File: src/rtl/gpio_apb_requester_pkg.sv
// Shared types for the GPIO APB requester.
//   state_e : requester FSM states (IDLE, SETUP, ACCESS, RESP).
//   cmd_t   : captured command (address, direction, write data, strobes).
//   rsp_t   : captured response (read data, error, timeout flag).
// The field widths follow the GPIO CSR window (12-bit byte address,
// 32-bit data). The top converts its port widths into these fields.
package gpio_apb_requester_pkg;

    localparam int unsigned PKG_ADDR_W = 12;
    localparam int unsigned PKG_DATA_W = 32;
    localparam int unsigned PKG_STRB_W = PKG_DATA_W / 8;

    typedef enum logic [1:0] {
        IDLE   = 2'd0,
        SETUP  = 2'd1,
        ACCESS = 2'd2,
        RESP   = 2'd3
    } state_e;

    typedef struct packed {
        logic [PKG_ADDR_W-1:0] addr;
        logic                  write;
        logic [PKG_DATA_W-1:0] wdata;
        logic [PKG_STRB_W-1:0] strb;
    } cmd_t;

    typedef struct packed {
        logic [PKG_DATA_W-1:0] rdata;
        logic                  slverr;
        logic                  timeout;
    } rsp_t;

    // Reads never carry byte strobes onto the bus.
    function automatic logic [PKG_STRB_W-1:0] masked_strb(
        input logic                  write,
        input logic [PKG_STRB_W-1:0] strb
    );
        logic [PKG_STRB_W-1:0] result;
        if (write) begin
            result = strb;
        end else begin
            result = {PKG_STRB_W{1'b0}};
        end
        return result;
    endfunction

endpackage

File: src/rtl/gpio_apb_requester_timeout.sv
// ACCESS-phase watchdog counter for the GPIO APB requester.
//   clk, rst_n : clock and asynchronous active-low reset.
//   clear      : zero the counter (asserted when a command is accepted).
//   enable     : one more ACCESS cycle passed without pready.
//   expire     : the cycle being counted now is the TIMEOUT_CYCLES-th one,
//                so the transfer must be abandoned at the next edge.
// TIMEOUT_CYCLES = 0 removes the counter and holds expire low.
module gpio_apb_requester_timeout
    import gpio_apb_requester_pkg::*;
#(
    parameter int unsigned TIMEOUT_CYCLES = 256
) (
    input  logic clk,
    input  logic rst_n,
    input  logic clear,
    input  logic enable,
    output logic expire
);

    localparam int unsigned CNT_W = $clog2(TIMEOUT_CYCLES) + 1;

    generate
        if (TIMEOUT_CYCLES == 0) begin : g_disabled
            logic unused_inputs_s;
            assign unused_inputs_s = ^{clk, rst_n, clear, enable};
            assign expire          = 1'b0;
        end else begin : g_enabled
            localparam logic [CNT_W-1:0] LIMIT_M1 = CNT_W'(TIMEOUT_CYCLES - 1);
            localparam logic [CNT_W-1:0] CNT_MAX  = {CNT_W{1'b1}};

            logic [CNT_W-1:0] count_r;

            // Saturating count of ACCESS cycles without pready.
            always_ff @(posedge clk or negedge rst_n) begin
                if (!rst_n) begin
                    count_r <= {CNT_W{1'b0}};
                end else if (clear) begin
                    count_r <= {CNT_W{1'b0}};
                end else if (enable && (count_r != CNT_MAX)) begin
                    count_r <= count_r + CNT_W'(1);
                end else begin
                    count_r <= count_r;
                end
            end

            // The counter already holds the previous idle cycles, so this
            // cycle is the one that reaches the limit.
            assign expire = enable && (count_r == LIMIT_M1);
        end
    endgenerate

endmodule

File: src/rtl/gpio_apb_requester.sv
// APB4 requester: turns a valid/ready command stream into single APB
// transfers and returns read data / error status on a valid/ready
// response channel. One transfer is in flight at most; there is no
// command buffering.
// Ports:
//   clk, rst_n                         clock, async active-low reset
//   cmd_valid/cmd_ready                command handshake
//   cmd_addr/cmd_write/cmd_wdata/cmd_strb  command payload
//   rsp_valid/rsp_ready                response handshake
//   rsp_rdata/rsp_slverr/rsp_timeout   response payload
//   busy                               high whenever the FSM is not IDLE
//   paddr/pwrite/psel/penable/pstrb/pwdata  APB request outputs
//   prdata/pready/pslverr              APB completer inputs
// Every output is driven straight from a register.
module gpio_apb_requester
    import gpio_apb_requester_pkg::*;
#(
    parameter int unsigned ADDR_WIDTH     = 12,
    parameter int unsigned DATA_WIDTH     = 32,
    parameter int unsigned TIMEOUT_CYCLES = 256
) (
    input  logic                    clk,
    input  logic                    rst_n,
    input  logic                    cmd_valid,
    output logic                    cmd_ready,
    input  logic [ADDR_WIDTH-1:0]   cmd_addr,
    input  logic                    cmd_write,
    input  logic [DATA_WIDTH-1:0]   cmd_wdata,
    input  logic [DATA_WIDTH/8-1:0] cmd_strb,
    output logic                    rsp_valid,
    input  logic                    rsp_ready,
    output logic [DATA_WIDTH-1:0]   rsp_rdata,
    output logic                    rsp_slverr,
    output logic                    rsp_timeout,
    output logic                    busy,
    output logic [ADDR_WIDTH-1:0]   paddr,
    output logic                    pwrite,
    output logic                    psel,
    output logic                    penable,
    output logic [DATA_WIDTH/8-1:0] pstrb,
    output logic [DATA_WIDTH-1:0]   pwdata,
    input  logic [DATA_WIDTH-1:0]   prdata,
    input  logic                    pready,
    input  logic                    pslverr
);

    localparam int unsigned STRB_WIDTH = DATA_WIDTH / 8;

    state_e state_r;
    state_e state_next_s;
    cmd_t   cmd_r;
    cmd_t   cmd_next_s;
    rsp_t   rsp_r;
    rsp_t   rsp_next_s;
    logic   rsp_valid_r;
    logic   rsp_valid_next_s;
    logic   psel_r;
    logic   psel_next_s;
    logic   penable_r;
    logic   penable_next_s;
    logic   cmd_ready_r;
    logic   busy_r;
    logic   accept_s;
    logic   wait_s;
    logic   expire_s;

    assign wait_s = (state_r == ACCESS) && !pready;

    gpio_apb_requester_timeout #(
        .TIMEOUT_CYCLES (TIMEOUT_CYCLES)
    ) u_timeout (
        .clk    (clk),
        .rst_n  (rst_n),
        .clear  (accept_s),
        .enable (wait_s),
        .expire (expire_s)
    );

    // Next-state and next-register values for the transfer FSM.
    always_comb begin
        state_next_s     = state_r;
        cmd_next_s       = cmd_r;
        rsp_next_s       = rsp_r;
        rsp_valid_next_s = rsp_valid_r;
        psel_next_s      = 1'b0;
        penable_next_s   = 1'b0;
        accept_s         = 1'b0;

        case (state_r)
            IDLE: begin
                if (cmd_valid && cmd_ready_r) begin
                    accept_s         = 1'b1;
                    cmd_next_s.addr  = PKG_ADDR_W'(cmd_addr);
                    cmd_next_s.write = cmd_write;
                    cmd_next_s.wdata = PKG_DATA_W'(cmd_wdata);
                    cmd_next_s.strb  = masked_strb(cmd_write, PKG_STRB_W'(cmd_strb));
                    psel_next_s      = 1'b1;
                    state_next_s     = SETUP;
                end else begin
                    state_next_s = IDLE;
                end
            end

            SETUP: begin
                psel_next_s    = 1'b1;
                penable_next_s = 1'b1;
                state_next_s   = ACCESS;
            end

            ACCESS: begin
                // pready wins over an expiring counter in the same cycle.
                if (pready) begin
                    if (cmd_r.write) begin
                        rsp_next_s.rdata = {PKG_DATA_W{1'b0}};
                    end else begin
                        rsp_next_s.rdata = PKG_DATA_W'(prdata);
                    end
                    rsp_next_s.slverr  = pslverr;
                    rsp_next_s.timeout = 1'b0;
                    rsp_valid_next_s   = 1'b1;
                    cmd_next_s.strb    = {PKG_STRB_W{1'b0}};
                    state_next_s       = RESP;
                end else if (expire_s) begin
                    // Recovery abort: the bus is released without pready.
                    rsp_next_s.rdata   = {PKG_DATA_W{1'b0}};
                    rsp_next_s.slverr  = 1'b1;
                    rsp_next_s.timeout = 1'b1;
                    rsp_valid_next_s   = 1'b1;
                    cmd_next_s.strb    = {PKG_STRB_W{1'b0}};
                    state_next_s       = RESP;
                end else begin
                    psel_next_s    = 1'b1;
                    penable_next_s = 1'b1;
                    state_next_s   = ACCESS;
                end
            end

            RESP: begin
                if (rsp_ready) begin
                    rsp_valid_next_s = 1'b0;
                    state_next_s     = IDLE;
                end else begin
                    rsp_valid_next_s = 1'b1;
                    state_next_s     = RESP;
                end
            end

            default: begin
                rsp_valid_next_s = 1'b0;
                cmd_next_s.strb  = {PKG_STRB_W{1'b0}};
                state_next_s     = IDLE;
            end
        endcase
    end

    // State, capture and output registers.
    always_ff @(posedge clk or negedge rst_n) begin
        if (!rst_n) begin
            state_r     <= IDLE;
            cmd_r       <= {$bits(cmd_t){1'b0}};
            rsp_r       <= {$bits(rsp_t){1'b0}};
            rsp_valid_r <= 1'b0;
            psel_r      <= 1'b0;
            penable_r   <= 1'b0;
            cmd_ready_r <= 1'b0;
            busy_r      <= 1'b0;
        end else begin
            state_r     <= state_next_s;
            cmd_r       <= cmd_next_s;
            rsp_r       <= rsp_next_s;
            rsp_valid_r <= rsp_valid_next_s;
            psel_r      <= psel_next_s;
            penable_r   <= penable_next_s;
            cmd_ready_r <= (state_next_s == IDLE);
            busy_r      <= (state_next_s != IDLE);
        end
    end

    assign cmd_ready   = cmd_ready_r;
    assign busy        = busy_r;
    assign rsp_valid   = rsp_valid_r;
    assign rsp_rdata   = DATA_WIDTH'(rsp_r.rdata);
    assign rsp_slverr  = rsp_r.slverr;
    assign rsp_timeout = rsp_r.timeout;
    assign psel        = psel_r;
    assign penable     = penable_r;
    assign paddr       = ADDR_WIDTH'(cmd_r.addr);
    assign pwrite      = cmd_r.write;
    assign pwdata      = DATA_WIDTH'(cmd_r.wdata);
    assign pstrb       = STRB_WIDTH'(cmd_r.strb);

endmodule

File: config.mk
export PLATFORM = sky130hd
export DESIGN_NAME = gpio_apb_requester
export DESIGN_NICKNAME = d
export VERILOG_FILES = /design/src/rtl/gpio_apb_requester_pkg.sv /design/src/rtl/gpio_apb_requester_timeout.sv /design/src/rtl/gpio_apb_requester.sv
export SDC_FILE = /design/constraint.sdc
export NUM_CORES = 1
export LEC_CHECK = 0
export ABC_AREA = 1
export ABC_CLOCK_PERIOD_IN_PS = 2100
export BUFFER_PORTS_ARGS = -buffer_cell sky130_fd_sc_hd__buf_2
export CELL_PAD_IN_SITES_DETAIL_PLACEMENT = 0
export CELL_PAD_IN_SITES_GLOBAL_PLACEMENT = 1
export CORE_ASPECT_RATIO = 0.5
export CORE_UTILIZATION = 36
export CTS_BUF_LIST = sky130_fd_sc_hd__clkbuf_4
export DETAILED_ROUTE_END_ITERATION = 12
export GPL_TIMING_DRIVEN = 0
export PLACE_DENSITY_LB_ADDON = 0.15
export SLEW_MARGIN = 20
export SYNTH_ARGS = -nofsm -noshare
export SYNTH_HDL_FRONTEND = slang
export SYNTH_HIERARCHICAL = 1
export SYNTH_SLANG_ARGS = --single-unit
File: constraint.sdc
create_clock -name clk -period 2.1 [get_ports clk]
set_input_delay 0.105 -clock clk [delete_from_list [all_inputs] [get_ports clk]]
set_output_delay 0.105 -clock clk [all_outputs]
set_load 0.02 [all_outputs]
==> results.py <==
metrics = {
    "outcome": {
        "status": "completed",
    },
    "timing": {
        "timing.fmax_ghz": 0.5052,
        "slew_violations": 0,
        "fin_crit_ps": 1979,
        "worstMarginPinSlew_ps": 508.7,
        "worst_clock_skew_ps": 9.315,
        "setup_viol": 0,
        "relSlewSlack_pct": 66.09,
        "period_share_pct": 94.26,
        "hold_violations": 0,
    },
    "routing": {
        "first_pass_iters": 4,
        "routedWlPerCell_um": 12.20,
        "vias_per_cell": 4.321,
        "vias": 3980,
        "drc": 0,
        "ant_nets": 0,
        "finalWirelength_um": 11230,
        "drt_iter0_drc": 198,
    },
    "place": {
        "place.gp.congestion": 0.7324,
        "place.port_buffers": 174,
        "post_dp_cell_area_um2": 5326,
        "dp_cells": 813,
        "hpwl_um": 7511,
    },
    "flow_run": {
        "cap_viol_max_count": 0,
    },
    "setup_path": {
        "slowest_stage": "dfrtp_1",
        "path_common_cell": "nand2_1",
        "cp_max_fo": 4,
        "cp_cell_sequence": "ha_1 -> inv_1 -> nor2_4 -> nand3_1 -> nor2_2 -> ha_1 -> nand2_1 -> inv_2 -> o21ai_4 -> buf_4 -> buf_8 -> nand2_1 -> nand2_1 -> nand2_1",
        "start_kind": "flop",
        "cp_num_buf_inv": 4,
        "worst_ep_required_time_ps": 2450,
        "arrival_ps": 2330,
        "cp-end-kind": "flop",
        "max_stage_delay_ps": 430,
        "cp_top_family": "simple AND/OR/NAND/NOR gates",
        "crit_type": "reg2reg",
    },
    "clocking": {
        "path_clk_slew_ps": 140,
        "worst_skew_pair.late_latency_ps": 440,
        "cts_tree": "done",
        "cts_root_buf": "clkbuf_4",
        "clock-sinks": 99,
        "cts_max_path_buffers": 2,
        "cts_buffers": 9,
        "ctsHtreeMaxLevel": 3,
    },
    "yosys": {
        "ys_ff_latch": 99,
        "yosys.area.top_type": "dfrtp_1",
        "syn_nets": 575,
        "synthArstFlopShare_pct": 100.0,
        "synth_cell_types": 26,
        "synth.area.top_cells": "dfrtp_1, nand2_1, ha_1, o21ai_2, o21ai_1",
        "synth_flop_cell": "dfrtp_1",
        "syn_avg_cell_area_um2": 8.816,
        "synth_top_area_share_pct": 58.67,
        "synth_cells": 479,
        "yosysSeqAreaShare_pct": 58.67,
        "syn_area_um2": 4223,
        "synth_warnings": 6,
        "synth_edf_count": 0,
    },
    "global_routing": {
        "track_usage_pct": 18.87,
        "gr-max-usage-layer": "met2",
        "grt_util_met3_pct": 5.246,
        "grt_max_degree": 52,
        "grt-ovfl-total": 0,
        "grt_use_met1_pct": 23.75,
        "grt_pass1_wl_um": 18020,
        "first_global_vias": 3819,
        "antenna_found_initial": 1,
        "grt_util_met2_pct": 32.30,
    },
    "power_and_ir_drop": {
        "p_total_mw": 8.268,
        "leakagePower_nw": 3.536,
        "power_density_nw_per_um2": 1283,
        "ir_worst_vdd_mv": 0.5383,
    },
    "die": {
        "die_h_um": 78.59,
        "dieArea_um2": 12190,
        "pin_count": 175,
        "rows": 27,
        "start_util_pct": 37.65,
        "core_area_um2": 11220,
        "dieWidth_um": 155.2,
    },
    "finish": {
        "fin_cells": 921,
        "final_common_cell": "nand2_1",
        "layout_common_cells": "nand2_1, buf_2, dfrtp_1, dlygate4sd3_1, inv_1",
        "postLayoutCoreUtil_pct": 57.44,
        "layout-drive-gt1-share_pct": 32.19,
        "design_area_um2": 6442,
        "nNetsFinal": 855,
        "area_growth_pct": 52.56,
    },
    "hold_path": {
        "hold_path.class": "in2async",
    },
}
[flip-flops by register name, indices dropped and copies added, names as in the netlist]
| name | flops |
|---|---|
| pstrb | 4 |
| busy | 1 |
| rsp_timeout | 1 |
| rsp_valid | 1 |
| pwdata | 32 |
| rsp_rdata | 32 |
| cmd_ready | 1 |
| u_timeout/g_enabled.count_r | 9 |
| pwrite | 1 |
| paddr | 12 |
| psel | 1 |
| state_r | 2 |
| penable | 1 |
| rsp_slverr | 1 |
[where the power goes]
group,internal [mW],switching (mW),leakage [nW]
logic,1.48,2.51,2.19
registers,2.76,0.466,1.27
clock network,0.459,0.592,0.0752
total,4.70,3.57,3.54
[layout make-up]
cell class                 instances  area, um^2
clock inverter                     4       68.82
multi-input combinational        336        1543
tap                              159       198.9
sequential                        99        2479
timing repair buffer             269        1838
antenna                            1       2.502
buffer                            21       158.9
fill                            1058        4773
inverter                          23       86.33
clock buffer                       9       67.56
[routing by layer]
metal	share of wire, %	wire, um
met5	0	0
met1	47	5334
met4	0.53	59
met2	47	5227
met3	5.4	609
[cells by family after synthesis]
family	count (synthesis)	synth area share [%]
AO/OA/AOI/OAI	49	7.378
adder cells (fa/ha/maj)	9	2.667
buffers and inverters	44	5.096
flip-flops	99	58.67
AND/OR/NAND/NOR	278	26.19
[worst paths after layout]
path / cells past startpoint / startpoint / slack, ps / endpoint
worst max register to register: 14 / u_timeout/g_enabled.count_r[0] / 120 / busy
worst min-delay path: 2 / rst_n / 150 / pwdata[0]
max in group asynchronous: 3 / rst_n / 1310 / rsp_rdata[31]
worst min register to register: 2 / pstrb[3] / 480 / pstrb[3]
worst max-delay path: 14 / u_timeout/g_enabled.count_r[0] / 120 / busy
min in group clk: 4 / cmd_addr[2] / 370 / paddr[2]
[cell usage after synthesis (2+ instances only)]
cell type and number:
nand3_1 10, inv_1 21, nor2_1 17, buf_6 4, buf_2 14, dfrtp_1 99, a21oi_1 7, o21ai_1 19
nand3_2 2, nor2_4 3, clkbuf_2 2, nand2_2 2, ha_1 9, inv_2 2, nand2_1 241, o21ai_0 6
o21ai_2 12
[metrics by stage]
step | setup WS (ps) | hold slack, ps | setup TNS [ps]
4_1_cts | 13.17 | 144.2 | 0
6_report | 120.6 | 153.4 | 0
3_5_place_dp | -55.36 | 93.47 | -260.7
3_3_place_gp | -241.3 | 299.0 | -23200
5_1_grt | -0.4401 | 153.4 | -0.4401
2_1_floorplan | 310.2 | -190.6 | 0
[repair_timing]
action	4_1_cts	5_1_grt
resized for setup	1	25
setup endpoints to repair	13	51
hold buffers	86	0
endpoints found under the hold margin	145	0
buffers inserted	0	8
pin swaps	1	1
Note: power is estimated with default switching activity, not from simulation.
